[config.mk]
export PLATFORM = sky130hd
export DESIGN_NAME = solo_squash_io_conditioner
export DESIGN_NICKNAME = d
export VERILOG_FILES = /design/src/rtl/solo_squash_pkg.sv /design/src/rtl/solo_squash_debouncer.sv /design/src/rtl/solo_squash_io_conditioner.sv
export SDC_FILE = /design/constraint.sdc
export NUM_CORES = 1
export LEC_CHECK = 0
export ABC_AREA = 1
export CORE_UTILIZATION = 47
export DETAILED_ROUTE_END_ITERATION = 16
export PLACE_DENSITY_LB_ADDON = 0.2
export SLEW_MARGIN = 10
export SYNTH_ARGS = -nofsm -noshare
export SYNTH_HDL_FRONTEND = slang
export SYNTH_SLANG_ARGS = --single-unit
[constraint.sdc]
create_clock -name clk -period 1.1 [get_ports clk]
set_clock_uncertainty 0.15 [all_clocks]
set_input_delay 0.22 -clock clk [delete_from_list [all_inputs] [get_ports clk]]
set_output_delay 0.22 -clock clk [all_outputs]
set_load 0.02 [all_outputs]
[src/rtl/solo_squash_pkg.sv]
// Shared types and default parameters for the solo_squash pad conditioning logic.
//   sq_state_e         : reset sequencer state (hold game in reset / run)
//   SQ_DEBOUNCE_CYCLES : default number of consecutive differing samples to accept a button change
//   SQ_OE_DELAY        : default number of clean cycles before pad outputs are enabled
package solo_squash_pkg;

   typedef enum logic {
      StHold = 1'b0,
      StRun  = 1'b1
   } sq_state_e;

   localparam int unsigned SQ_DEBOUNCE_CYCLES = 16;
   localparam int unsigned SQ_OE_DELAY        = 8;

endpackage

[src/rtl/solo_squash_debouncer.sv]
// Single-bit button conditioner: 2-flop synchroniser, debounce counter, press pulse.
// Ports:
//   clk_i     : clock
//   rst_ni    : synchronous active-low reset
//   raw_n_i   : raw asynchronous button, active-low, idle high
//   level_n_o : debounced button level, active-low
//   pressed_o : one-cycle pulse on an accepted high->low change
module solo_squash_debouncer
   import solo_squash_pkg::*;
#(
   parameter int unsigned DEBOUNCE_CYCLES = SQ_DEBOUNCE_CYCLES
) (
   input  logic clk_i,
   input  logic rst_ni,
   input  logic raw_n_i,
   output logic level_n_o,
   output logic pressed_o
);

   localparam int unsigned CntW    = (DEBOUNCE_CYCLES > 2) ? $clog2(DEBOUNCE_CYCLES) : 1;
   localparam logic [CntW-1:0] CntLast = CntW'(DEBOUNCE_CYCLES - 1);

   logic [1:0]      sync_q;
   logic            level_q, level_d;
   logic            pressed_q, pressed_d;
   logic [CntW-1:0] cnt_q, cnt_d;
   logic            sync;

   // Only the second synchroniser stage feeds the debounce logic.
   assign sync = sync_q[1];

   always_comb begin
      level_d   = level_q;
      pressed_d = 1'b0;
      cnt_d     = cnt_q;
      if (sync == level_q) begin
         // Any sample agreeing with the current level restarts the count.
         cnt_d = '0;
      end else if (cnt_q != CntLast) begin
         cnt_d = cnt_q + 1'b1;
      end else begin
         level_d   = sync;
         cnt_d     = '0;
         pressed_d = ~sync;
      end
   end

   always_ff @(posedge clk_i) begin
      if (!rst_ni) begin
         sync_q    <= 2'b11;
         level_q   <= 1'b1;
         pressed_q <= 1'b0;
         cnt_q     <= '0;
      end else begin
         sync_q    <= {sync_q[0], raw_n_i};
         level_q   <= level_d;
         pressed_q <= pressed_d;
         cnt_q     <= cnt_d;
      end
   end

   assign level_n_o = level_q;
   assign pressed_o = pressed_q;

endmodule

[src/rtl/solo_squash_io_conditioner.sv]
// Conditioning stage between the Caravel pads and the solo_squash game core.
// Debounces active-low buttons, and sequences game reset and pad output enables so the
// pads stay hi-Z until reset has been released cleanly for OE_DELAY cycles.
// Ports:
//   clk           : sole clock
//   reset_n       : synchronous active-low reset
//   ext_reset     : raw asynchronous pad reset, active-high
//   buttons_raw_n : raw asynchronous buttons, active-low
//   buttons_n     : debounced button levels, active-low
//   pressed       : one-cycle pulse per debounced press
//   game_reset    : active-high reset to the game core
//   io_oeb        : pad output enables, active-low (1 = hi-Z)
module solo_squash_io_conditioner
   import solo_squash_pkg::*;
#(
   parameter int unsigned NUM_BUTTONS     = 4,
   parameter int unsigned DEBOUNCE_CYCLES = SQ_DEBOUNCE_CYCLES,
   parameter int unsigned NUM_OUTPUTS     = 6,
   parameter int unsigned OE_DELAY        = SQ_OE_DELAY
) (
   input  logic                   clk,
   input  logic                   reset_n,
   input  logic                   ext_reset,
   input  logic [NUM_BUTTONS-1:0] buttons_raw_n,
   output logic [NUM_BUTTONS-1:0] buttons_n,
   output logic [NUM_BUTTONS-1:0] pressed,
   output logic                   game_reset,
   output logic [NUM_OUTPUTS-1:0] io_oeb
);

   localparam int unsigned     DcntW    = $clog2(OE_DELAY + 1);
   localparam logic [DcntW-1:0] DcntLast = DcntW'(OE_DELAY - 1);

   // Button conditioning.
   for (genvar i = 0; i < NUM_BUTTONS; i++) begin : g_btn
      solo_squash_debouncer #(
         .DEBOUNCE_CYCLES(DEBOUNCE_CYCLES)
      ) u_debouncer (
         .clk_i    (clk),
         .rst_ni   (reset_n),
         .raw_n_i  (buttons_raw_n[i]),
         .level_n_o(buttons_n[i]),
         .pressed_o(pressed[i])
      );
   end

   // External reset synchroniser.
   logic [1:0] ext_sync_q;
   logic       ext_sync;

   always_ff @(posedge clk) begin
      if (!reset_n) begin
         ext_sync_q <= 2'b00;
      end else begin
         ext_sync_q <= {ext_sync_q[0], ext_reset};
      end
   end

   assign ext_sync = ext_sync_q[1];

   // Reset sequencer.
   sq_state_e        state_q, state_d;
   logic [DcntW-1:0] dcnt_q, dcnt_d;

   always_comb begin
      state_d = state_q;
      dcnt_d  = dcnt_q;
      case (state_q)
         StHold: begin
            if (ext_sync) begin
               dcnt_d = '0;
            end else if (dcnt_q == DcntLast) begin
               state_d = StRun;
               dcnt_d  = '0;
            end else begin
               dcnt_d = dcnt_q + 1'b1;
            end
         end
         StRun: begin
            if (ext_sync) begin
               state_d = StHold;
               dcnt_d  = '0;
            end
         end
         default: begin
            state_d = StHold;
            dcnt_d  = '0;
         end
      endcase
   end

   always_ff @(posedge clk) begin
      if (!reset_n) begin
         state_q <= StHold;
         dcnt_q  <= '0;
      end else begin
         state_q <= state_d;
         dcnt_q  <= dcnt_d;
      end
   end

   // Driven straight from the state register so the pads never see a combinational glitch.
   assign game_reset = (state_q != StRun);
   assign io_oeb     = {NUM_OUTPUTS{game_reset}};

endmodule

==> results of run 1 <==
what timing repair did:
action | CTS | global route
hold buffers | 0 | 0
setup endpoints to repair | 39 | 35
setup buffers | 2 | 1
pin swaps | 5 | 8
gates resized for setup | 125 | 19
synth_stat cells:
master and number:
sky130_fd_sc_hd__nand3_1 9, sky130_fd_sc_hd__nor3_2 1, sky130_fd_sc_hd__o21ai_1 1, sky130_fd_sc_hd__inv_2 2, sky130_fd_sc_hd__buf_4 14, sky130_fd_sc_hd__nand2_1 20
sky130_fd_sc_hd__nor4_4 4, sky130_fd_sc_hd__ha_1 5, sky130_fd_sc_hd__nor2_2 2, sky130_fd_sc_hd__a21oi_2 5, sky130_fd_sc_hd__nor2_4 1, sky130_fd_sc_hd__buf_12 1
sky130_fd_sc_hd__nand4_1 1, sky130_fd_sc_hd__or2_1 3, sky130_fd_sc_hd__xnor2_1 4, sky130_fd_sc_hd__inv_1 11, sky130_fd_sc_hd__or2_2 5, sky130_fd_sc_hd__buf_6 1
sky130_fd_sc_hd__xor2_1 4, sky130_fd_sc_hd__dfxtp_1 39, sky130_fd_sc_hd__o21ai_0 5, sky130_fd_sc_hd__a21oi_1 2, sky130_fd_sc_hd__o211ai_2 4, sky130_fd_sc_hd__nor2_1 20
sky130_fd_sc_hd__inv_6 1
cell families after synthesis:
logic type      count (synthesis)
simple gates                   66
flops                          39
buf+inv                        30
compound gates                 17
xor+xnor                        8
fa+ha+maj                       5
worst max-delay path: stages, from the launching register on:
cell                      delay, ns
sky130_fd_sc_hd__dfxtp_2       0.35
sky130_fd_sc_hd__inv_4         0.11
sky130_fd_sc_hd__buf_6         0.13
registers in the layout, summed over array words and instances (netlist names):
name                         cells
dcnt_q                           4
ext_sync_q                       2
g_btn.u_debouncer.cnt_q         16
g_btn.u_debouncer.level_n_o      4
g_btn.u_debouncer.pressed_o      4
g_btn.u_debouncer.sync_q         8
state_q                          1
power groups by stage:
stage	registers, mW	clock network (mW)	logic, mW
floorplan	1.50	0	0.0792
global placement	1.50	0	0.126
detailed placement	1.50	0	0.130
CTS	1.48	1.03	0.145
global route	1.49	1.11	0.180
finish	1.48	0.996	0.162
how the worst max path moves through the flow:
stage | start | end
finish | state_q | io_oeb[4]
global route | state_q | io_oeb[4]
CTS | state_q | io_oeb[5]
detailed placement | reset_n | g_btn[3].u_debouncer.cnt_q[2]
global placement | reset_n | g_btn[2].u_debouncer.cnt_q[0]
floorplan | dcnt_q[0] | dcnt_q[3]
area by class of cell:
class | instances | area share (%)
multi-input combinational | 96 | 38.6
tap | 44 | 2.45
clock inverter | 2 | 1.56
inverter | 14 | 2.68
timing repair buffer | 39 | 16.5
clock buffer | 6 | 2.29
sequential | 39 | 35.9
routing by layer:
layer	track usage [%]	up-vias	routed length (um)
met5	0	-	0
li1	-	575	-
met3	7.04	5	107
met2	30.3	22	1450
met1	17.9	533	1110
met4	6.82	0	38
==> qor.txt, run 1 <==
CRITICAL PATH
---------------------------------------------------------------------------------
Data required time at the worst endpoint                                  0.73 ns
Crit end category                                                      output pin
Worst R2R End                                                           dcnt_q[0]
Critical path peak fanout                                                       8
Arrival time of data at the critical path endpoint                        0.93 ns
Crit Path Class                                                        reg -> out
Critical Path Start Type                                                flip-flop
Setup slack, reg-to-reg                                                  -0.05 ns
Cell depth of the worst flop-to-flop path                                       6
Beginning of the worst register-to-register path                        dcnt_q[0]

STA
---------------------------------------------------------------------------------
Unrepaired setup endpoints after global routing                               yes
Fin crit share                                                               118%
Highest attainable clock frequency                                        770 MHz
Measured slew at the worst slew-check pin                                0.339 ns
Pins over their slew limit                                                      0
Min Hold Slack                                                           0.254 ns
Final setup TNS                                                          -2.04 ns
Normalized max-slew margin                                                  77.4%
Least setup slack across all paths after layout                         -0.199 ns
Final count of hold timing violations                                           0
Post-layout minimum cycle time                                            1.30 ns
Setup violators final                                                          17

SYNTH
---------------------------------------------------------------------------------
Fraction of the mapped netlist area in adder cells                          3.88%
Share of cell area taken by muxes after synthesis                              0%
Area share of the largest cell type after synthesis                         48.4%
Top cells by area in the synthesized netlist                         sky130_fd_sc_hd__dfxtp_1 (48%), sky130_fd_sc_hd__buf_4 (6.5%), sky130_fd_sc_hd__nor4_4 (5.3%)
Average cell area after synthesis                                       9.77 um^2
Combined area of all synthesized cells                               0.00161 mm^2
Synthesized instance count                                                    165
Share of the synthesized area in compound gates (AO/OA/AOI/OAI)             8.31%
Number of synthesized register bits                                            39
Share of the synthesized netlist area taken by xor and xnor gates           4.35%
Cell taking the most area after synthesis                            sky130_fd_sc_hd__dfxtp_1
Simple logic cell fraction of the synthesized area                          23.0%
Syn_nets                                                                      177
Synth unique cells                                                             25
Largest family of logic cells by synthesized area                    simple AND/OR/NAND/NOR gates
Proportion of synthesized chip area in sequential cells                     48.4%
Yosys warns                                                                     0

HOLD PATH
---------------------------------------------------------------------------------
Terminating pin of the worst hold path                               ext_sync_q[0]
Path category of the worst min-delay check                              in -> reg
Count of cells along the worst hold path                                        3
Startpoint of the most critical hold path                               ext_reset

POWER AND IR DROP
---------------------------------------------------------------------------------
Maximum ir drop on the vdd rail                                        0.000822 V
Combinational group share of total power                                     6.1%
Share of power burned in the clock network                                  37.7%
Pwr per Cell Area                                                    1180 mW/mm^2
Net switching power                                                      0.569 mW
Switching portion of total power                                            21.6%
Sequential cell fraction of total power                                     56.1%
Leakage Power                                                            0.939 nW
Total power                                                               2.64 mW
Internal cell power                                                       2.07 mW

LAYOUT
---------------------------------------------------------------------------------
Register area                                                            806 um^2
Footprint of the multi-input gates                                       866 um^2
Layout area overhead                                                        39.2%
Number of fill cells                                                          247
Proportion of layout cells with a drive suffix above 1                      54.1%
Core Util, Final                                                            71.2%
Most used cells in the layout excluding fill and tap cells           sky130_fd_sc_hd__dfxtp_2 (20), sky130_fd_sc_hd__dfxtp_1 (19), sky130_fd_sc_hd__nor2_1 (18)
Number of diodes                                                                0
Commonest non-fill, non-tap cell in the layout                       sky130_fd_sc_hd__dfxtp_2
Design Area, Final                                                   0.00224 mm^2
Final Non-Filler Cells                                                        240
Final-stage net count                                                         207

PLACEMENT
---------------------------------------------------------------------------------
DPL Wire Length                                                           1.88 mm
Cell total after placement                                                    229
Final weighted congestion of routability-driven global placement            0.825
Post-Place Setup Slack                                                  -0.389 ns
# port buffers                                                                 21
Placed Instance Area                                                 0.00189 mm^2

CLOCK TREE
---------------------------------------------------------------------------------
CTS tree                                                                    built
Source-to-sink clock delay at the later pin of the worst-skew pair        0.34 ns
Total clock sinks                                                              39
Max clock buf depth                                                             2
Clock slew at reported path FFs                                           0.10 ns
Number of H-tree levels                                                         2
CTS root buffer                                                      sky130_fd_sc_hd__clkbuf_4
Total clock buffers created by CTS                                              5

FLOORPLANNING
---------------------------------------------------------------------------------
Area of the core                                                     0.00315 mm^2
Die X                                                                     60.6 um
Row Count                                                                      20
Vertical die dimension                                                    60.6 um
Starting density of the core                                                51.1%
Die Outline Area                                                     0.00367 mm^2
Number of top-level pins                                                       22

ROUTE
---------------------------------------------------------------------------------
Aggregate routed wire length                                              2.71 mm
Remaining antenna violation count                                               0
DR iter-0 viols                                                                16
Via Count                                                                    1135
Per-cell routed wire length                                               11.3 um
Final routed DRC violation total                                                0
Number of iterations in the first detailed-routing pass                         6
Detail-routed via count per cell                                             4.73

GRT
---------------------------------------------------------------------------------
GRT overflow                                                                    0
Pin count of the biggest net entering global routing                           18
Vias in the first global route                                               1082
Wire length of the first global-routing pass                              4.47 mm
Global-route usage over all layers                                          17.1%
Number of antenna violations at the first check in global routing               0

RUN STATUS
---------------------------------------------------------------------------------
Outcome                                                              finished with violations
Failing checks                                                       setup timing

RUN
---------------------------------------------------------------------------------
# Max-Cap Violations                                                            0

No activity file was read; power rests on OpenSTA's default activity.
==> inputs of run 2 (changes only) <==
==> constraint.sdc (replaced) <==
create_clock -name clk -period 1.1 [get_ports clk]
set_clock_uncertainty 0.15 [all_clocks]
set_input_delay 0.275 -clock clk [delete_from_list [all_inputs] [get_ports clk]]
set_output_delay 0.275 -clock clk [all_outputs]
set_load 0.02 [all_outputs]
==> run 2 against run 1 <==
Net effect: the flow still finishes with violations (setup timing); global-route usage grew 0.88 points; sequential power is essentially flat; flip-flop and latch count unchanged; worst hold slack improved by 0.013 ns; clock-buffer cell count up 2; maximum frequency shrank 2.4%; core utilization fell by 1.3 points; setup slack worse by 0.031 ns; sequential share of layout area up 0.79 points; clock power shrank 17%; largest cell class unchanged.
==> qor.txt, run 2 (synthesized netlist as in run 1, its figures left out) <==
STA
------------------------------------------------------------------------------------
Final count of hold timing violations                                              0   unchanged
Post-layout minimum cycle time                                               1.33 ns   +0.0314 ns
Measured slew at the worst slew-check pin                                   0.284 ns   -0.0546 ns
Unrepaired setup endpoints after global routing                                  yes
Normalized max-slew margin                                                     81.0%   +3.6 points
Fin crit share                                                                  121%   +2.9 points
Pins over their slew limit                                                         0   unchanged
Min Hold Slack                                                              0.267 ns   +0.0131 ns
Final setup TNS                                                             -2.70 ns   -0.655 ns
Least setup slack across all paths after layout                            -0.230 ns   -0.0314 ns
Setup violators final                                                             17   unchanged
Highest attainable clock frequency                                           752 MHz   -2.4%

CRITICAL PATH
------------------------------------------------------------------------------------
Kind of cell with the highest combined delay on the critical path         flip-flops
Cell-by-cell listing of the critical path                               inv_4, buf_4
Crit-path slowest cell                                                  sky130_fd_sc_hd__dfxtp_2
Buffering stage count on the worst path with inverters included                    2   unchanged
Crit Path Class                                                           reg -> out
Critical path peak fanout                                                          8   unchanged
Critical Path Start Type                                                   flip-flop
Cell depth of the worst flop-to-flop path                                          6   unchanged
Max incr delay on CP                                                         0.35 ns   about the same
Data required time at the worst endpoint                                     0.67 ns   -0.06 ns
Depth of the critical timing path with buffers and inverters included              2   unchanged
Arrival time of data at the critical path endpoint                           0.91 ns   -0.02 ns
Crit end category                                                         output pin

GRT
------------------------------------------------------------------------------------
Pin count of the biggest net entering global routing                              18   unchanged
Number of antenna violations at the first check in global routing                  0   unchanged
GRT overflow                                                                       0   unchanged
Global-route usage over all layers                                             18.0%   +0.88 points
Wire length of the first global-routing pass                                 4.64 mm   +3.8%
Vias in the first global route                                                  1130   +4.4%

LAYOUT
------------------------------------------------------------------------------------
Proportion of layout cells with a drive suffix above 1                         55.9%   +1.8 points
Layout area overhead                                                           36.6%
Commonest non-fill, non-tap cell in the layout                          sky130_fd_sc_hd__dfxtp_2
Core Util, Final                                                               69.8%   -1.3 points
Largest registers in the final layout                                   g_btn.u_debouncer.cnt_q x16, g_btn.u_debouncer.sync_q x8
Register with the most flip-flops                                       g_btn.u_debouncer.cnt_q
Design Area, Final                                                      0.00220 mm^2   -1.8%
Number of fill cells                                                             252   +2.0%
Largest register FFs                                                              16   unchanged
Final Non-Filler Cells                                                           239   -0.42%
Most used cells in the layout excluding fill and tap cells              sky130_fd_sc_hd__dfxtp_2 (22), sky130_fd_sc_hd__buf_4 (21), sky130_fd_sc_hd__nor2_1 (17), sky130_fd_sc_hd__dfxtp_1 (17), sky130_fd_sc_hd__nand2_1 (16)
Number of diodes                                                                   0   unchanged
Final-stage net count                                                            206   -0.48%

CLOCK TREE
------------------------------------------------------------------------------------
Source-to-sink clock delay at the later pin of the worst-skew pair           0.34 ns   about the same
Max clock buf depth                                                                2   unchanged
Clock slew at reported path FFs                                              0.11 ns   about the same
Total clock sinks                                                                 39   unchanged
Number of H-tree levels                                                            2   unchanged
CTS root buffer                                                         sky130_fd_sc_hd__clkbuf_4
Total clock buffers created by CTS                                                 5   unchanged
Count of hold buffers inserted by post-cts repair                                  0   unchanged
CTS tree                                                                       built

RUN STATUS
------------------------------------------------------------------------------------
Failing checks                                                          setup timing
Outcome                                                                 finished with violations

ROUTE
------------------------------------------------------------------------------------
Detail-routed via count per cell                                                4.72   -0.20%
Per-cell routed wire length                                                  12.4 um   +9.5%
DR iter-0 viols                                                                   34   +18
Remaining antenna violation count                                                  0   unchanged
Final routed DRC violation total                                                   0   unchanged
Via Count                                                                       1128   -0.62%
Number of iterations in the first detailed-routing pass                            4   -2
Aggregate routed wire length                                                 2.95 mm   +9.1%

FLOORPLANNING
------------------------------------------------------------------------------------
Area of the core                                                        0.00315 mm^2   unchanged
Starting density of the core                                                   51.1%   unchanged
Die Outline Area                                                        0.00367 mm^2   unchanged
Vertical die dimension                                                       60.6 um   unchanged
Die X                                                                        60.6 um   unchanged
Number of top-level pins                                                          22   unchanged
Row Count                                                                         20   unchanged

HOLD PATH
------------------------------------------------------------------------------------
Path category of the worst min-delay check                                reg -> reg
Count of cells along the worst hold path                                           1   -2

PLACEMENT
------------------------------------------------------------------------------------
Cell total after placement                                                       230   +0.44%
DPL Wire Length                                                              2.01 mm   +6.7%
Post-Place Setup Slack                                                     -0.433 ns   -0.0440 ns
Placed Instance Area                                                    0.00190 mm^2   +0.53%
# port buffers                                                                    21   unchanged
Final weighted congestion of routability-driven global placement               0.769   -6.8%

POWER AND IR DROP
------------------------------------------------------------------------------------
Pwr per Cell Area                                                       1120 mW/mm^2   -5.0%
Total power                                                                  2.46 mW   -6.7%
Maximum ir drop on the vdd rail                                           0.000813 V   -1.1%
Leakage Power                                                               0.883 nW   -5.9%

RUN
------------------------------------------------------------------------------------
# Max-Cap Violations                                                               0   unchanged

## run 2: final timing paths
check | startpoint | to | slack [ns]
worst min-delay path | g_btn[1].u_debouncer.sync_q[0] | g_btn[1].u_debouncer.sync_q[1] | 0.27
worst max-delay path | state_q | io_oeb[2] | -0.23
worst min register to register | g_btn[1].u_debouncer.sync_q[0] | g_btn[1].u_debouncer.sync_q[1] | 0.27
worst max register to register | dcnt_q[1] | dcnt_q[0] | -0.04
## run 2: final cells by class
| class | count | area (um^2) | share of cell area (%) |
|---|---|---|---|
| Multi-Input combinational cell | 96 | 870 | 39.5 |
| Timing Repair Buffer | 38 | 340 | 15.5 |
| Clock buffer | 8 | 68.8 | 3.13 |
| Inverter | 14 | 60.1 | 2.73 |
| Sequential cell | 39 | 808 | 36.7 |
| Tap cell | 44 | 55.1 | 2.50 |
## run 2: report_power, final
part | total (mW) | internal (mW) | switching, mW
Sequential | 1.48 | 1.45 | 0.0362
Combinational | 0.152 | 0.0802 | 0.0717
Clock | 0.829 | 0.376 | 0.453
## run 2: per-layer routing
layer	part of all wire, %	global-route usage, %
met1	41	19.4
met2	55	30.9
met3	3.7	6.61
met4	1.0	9.09
met5	0	0
## run 2: repair_timing
item                                    CTS  global route
endpoints found under the setup margin   45            40
pin swaps                                 9            11
setup buffers                             1             0
gates resized for setup                 116            25
==> inputs of run 3 (changes only) <==
--- a/config.mk
+++ b/config.mk
@@ -5,7 +5,6 @@
 export SDC_FILE = /design/constraint.sdc
 export NUM_CORES = 1
 export LEC_CHECK = 0
-export ABC_AREA = 1
 export CORE_UTILIZATION = 47
 export DETAILED_ROUTE_END_ITERATION = 16
 export PLACE_DENSITY_LB_ADDON = 0.2
==> run 3 against run 2 <==
Net effect: the flow finishes with violations (DRC, setup timing); synthesized cell count shrank 11%; flip-flop and latch count is the same; clock power shrank 23%; sequential power is essentially flat; non-clock buffer count grew 6; maximum frequency shrank 1.7%; routed wire length shrank 9.2%; area after synthesis shrank 9.1%; global-route usage shrank 0.98 points; first-iteration DRC count shrank 15%; critical path type unchanged.
==> qor.txt, run 3 <==
CRITICAL PATH
---------------------------------------------------------------------------------
Crit Path Class                                                        reg -> out
Data required time at the worst endpoint                                  0.67 ns   about the same
Crit end category                                                      output pin
Arrival time of data at the critical path endpoint                        0.93 ns   +0.02 ns
Critical Path Start Type                                                flip-flop
Cell depth of the worst flop-to-flop path                                       4   -2
Critical path peak fanout                                                       7   -1

ROUTE
---------------------------------------------------------------------------------
Remaining antenna violation count                                               0   unchanged
Aggregate routed wire length                                              2.68 mm   -9.2%
Per-cell routed wire length                                               12.7 um   +2.4%
DR iter-0 viols                                                                29   -15%
Via Count                                                                    1030   -8.7%
Final routed DRC violation total                                                4   +4
Detail-routed via count per cell                                             4.86   +2.9%
Number of iterations in the first detailed-routing pass                        10   +6

POWER AND IR DROP
---------------------------------------------------------------------------------
Pwr per Cell Area                                                    1070 mW/mm^2   -4.1%
Maximum ir drop on the vdd rail                                        0.000839 V   +3.2%
Leakage Power                                                            0.873 nW   -1.2%

LAYOUT
---------------------------------------------------------------------------------
Number of diodes                                                                0   unchanged
Design Area, Final                                                   0.00211 mm^2   -4.3%
Number of fill cells                                                          188   -25%
Final-stage net count                                                         194   -5.8%
Most used cells in the layout excluding fill and tap cells           sky130_fd_sc_hd__buf_6 (25), sky130_fd_sc_hd__dfxtp_2 (19), sky130_fd_sc_hd__dfxtp_1 (19)
Proportion of layout cells with a drive suffix above 1                      50.8%   -5.1 points
Largest register FFs                                                           16   unchanged
Register with the most flip-flops                                    g_btn.u_debouncer.cnt_q
Largest registers in the final layout                                g_btn.u_debouncer.cnt_q x16, g_btn.u_debouncer.sync_q x8
Final Non-Filler Cells                                                        212   -11%
Layout area overhead                                                        43.9%
Commonest non-fill, non-tap cell in the layout                       sky130_fd_sc_hd__buf_6

STA
---------------------------------------------------------------------------------
Pins over their slew limit                                                      0   unchanged
Least setup slack across all paths after layout                         -0.252 ns   -0.0225 ns
Final count of hold timing violations                                           0   unchanged
Min Hold Slack                                                           0.219 ns   -0.0479 ns
Normalized max-slew margin                                                  85.5%   +4.5 points
Measured slew at the worst slew-check pin                                0.217 ns   -0.0670 ns
Unrepaired setup endpoints after global routing                               yes
Fin crit share                                                               123%   +2.0 points
Highest attainable clock frequency                                        739 MHz   -1.7%
Setup violators final                                                          22   +5
Post-layout minimum cycle time                                            1.35 ns   +0.0225 ns

SYNTH
---------------------------------------------------------------------------------
Ys flop type                                                         sky130_fd_sc_hd__dfxtp_1
Synthesized instance count                                                    147   -11%
Top cells by area in the synthesized netlist                         sky130_fd_sc_hd__dfxtp_1 (53%), sky130_fd_sc_hd__buf_4 (7.2%), sky130_fd_sc_hd__xor2_1 (7.2%)
Area share of the largest cell type after synthesis                         53.3%   +4.8 points
Number of synthesized register bits                                            39   unchanged
Count of flip-flops with a built-in enable after synthesis                      0   unchanged
Proportion of synthesized chip area in sequential cells                     53.3%   +4.8 points
Cell taking the most area after synthesis                            sky130_fd_sc_hd__dfxtp_1
Most numerous cell types in the synthesized netlist                  sky130_fd_sc_hd__dfxtp_1 (39), sky130_fd_sc_hd__nor2_1 (16), sky130_fd_sc_hd__buf_4 (14)
Syn_nets                                                                      159   -10%
Synth unique cells                                                             21   -16%
Yosys warns                                                                     0   unchanged
FFs w/ async S/R, synth                                                        0%   unchanged
Cell with the most instances after synthesis                         sky130_fd_sc_hd__dfxtp_1
Combined area of all synthesized cells                               0.00147 mm^2   -9.1%
Average cell area after synthesis                                       9.97 um^2   +2.0%

HOLD PATH
---------------------------------------------------------------------------------
Count of cells along the worst hold path                                        3   +2
Path category of the worst min-delay check                              in -> reg

CLOCK TREE
---------------------------------------------------------------------------------
Count of hold buffers inserted by post-cts repair                               0   unchanged
Number of H-tree levels                                                         2   unchanged
Total clock buffers created by CTS                                              5   unchanged
Max clock buf depth                                                             2   unchanged
Source-to-sink clock delay at the later pin of the worst-skew pair        0.33 ns   about the same
CTS root buffer                                                      sky130_fd_sc_hd__clkbuf_4
Total clock sinks                                                              39   unchanged
CTS tree                                                                    built
Clock slew at reported path FFs                                           0.10 ns   about the same

GRT
---------------------------------------------------------------------------------
Number of antenna violations at the first check in global routing               0   unchanged
Vias in the first global route                                               1004   -11%
Pin count of the biggest net entering global routing                           15   -3
Wire length of the first global-routing pass                              4.29 mm   -7.6%
GRT overflow                                                                    0   unchanged
Global-route usage over all layers                                          17.0%   -0.98 points

FLOORPLANNING
---------------------------------------------------------------------------------
Area of the core                                                     0.00285 mm^2   -9.5%
Die Outline Area                                                     0.00334 mm^2   -8.8%
Starting density of the core                                                51.4%   +0.25 points
Number of top-level pins                                                       22   unchanged
Row Count                                                                      19   -5.0%
Vertical die dimension                                                    57.8 um   -4.5%
Die X                                                                     57.8 um   -4.5%

PLACEMENT
---------------------------------------------------------------------------------
DPL Wire Length                                                           1.52 mm   -24%
Placed Instance Area                                                 0.00171 mm^2   -9.8%
Cell total after placement                                                    194   -16%
# port buffers                                                                 21   unchanged
Final weighted congestion of routability-driven global placement            0.721   -6.2%

RUN
---------------------------------------------------------------------------------
# Max-Cap Violations                                                            0   unchanged

RUN STATUS
---------------------------------------------------------------------------------
Outcome                                                              finished with violations
Failing checks                                                       DRC, setup timing

-- run 3: cell types whose count changed in the layout (fill, tap and decap cells not counted), moves of 6 or more --
cell,delta
sky130_fd_sc_hd__buf_4,-9
sky130_fd_sc_hd__buf_6,+14
sky130_fd_sc_hd__inv_1,-7
sky130_fd_sc_hd__nand2_1,-6
sky130_fd_sc_hd__nand2b_1,+8
sky130_fd_sc_hd__nand3_2,+6
-- run 3: path summary, 6_finish.rpt --
| path | from | endpoint | slack [ns] |
|---|---|---|---|
| setup / recovery | state_q | io_oeb[2] | -0.25 |
| hold / removal | reset_n | g_btn[0].u_debouncer.sync_q[1] | 0.22 |
| setup reg to reg | dcnt_q[1] | dcnt_q[0] | -0.25 |
| hold reg to reg | g_btn[0].u_debouncer.sync_q[0] | g_btn[0].u_debouncer.sync_q[1] | 0.26 |
-- run 3: logic make-up after synthesis --
logic type	Yosys count	share of synthesized area (%)
DFF	39	53.3
xor gates and xnor gates	13	7.77
muxes	5	3.42
buffers and inverters	21	9.14
AOI/OAI and AO/OA	2	0.939
adders and majority gates	5	4.27
and+or+nand+nor	62	21.2
-- run 3: cell type report --
cell class	count	area (um^2)	share of cell area [%]
clock buffers	6	41.3	1.96
repair buffers	44	439	20.8
flip-flops and latches	39	808	38.3
well taps	31	38.8	1.84
inverters	5	21.3	1.01
multi-input cells	87	759	36.0
-- run 3: power by group --
part	switching [mW]	total [mW]	leakage, nW	internal (mW)
clock	0.410	0.638	0.0242	0.228
sequential	0.0253	1.47	0.322	1.44
combinational	0.0649	0.155	0.526	0.0901
total	0.500	2.26	0.873	1.76
-- run 3: what timing repair did --
| action | 4_1_cts | 5_1_grt |
|---|---|---|
| buffers inserted | 3 | 9 |
| cloned | 0 | 1 |
| resized for setup | 122 | 28 |
| pin swaps | 10 | 19 |
| setup endpoints to repair | 38 | 42 |
-- run 3: per-stage QoR --
| step | TNS [ns] | utilization, % | setup WS [ns] | power, mW |
|---|---|---|---|---|
| finish | -3.25 | 73.9 | -0.252 | 2.26 |
| detailed placement | -13.82 | 60.0 | -0.350 | 1.61 |
| floorplan | -0.229 | - | -0.153 | 1.55 |
| global placement | -12.93 | 60.0 | -0.312 | 1.60 |
| global route | -4.62 | 73.9 | -0.298 | 2.35 |
| CTS | -3.23 | 67.4 | -0.244 | 2.25 |
-- run 3: routing by layer --
| metal | share of wire (%) | global-route usage [%] |
|---|---|---|
| met5 | 0 | 0 |
| met4 | 1.6 | 7.14 |
| met3 | 4.5 | 4.69 |
| met2 | 48 | 28.6 |
| met1 | 45 | 20.4 |
-- run 3: worst max-delay path, cell delays in order (launching register included) --
cell                      delay, ns
sky130_fd_sc_hd__dfxtp_2       0.35
sky130_fd_sc_hd__inv_4         0.10
sky130_fd_sc_hd__buf_4         0.15
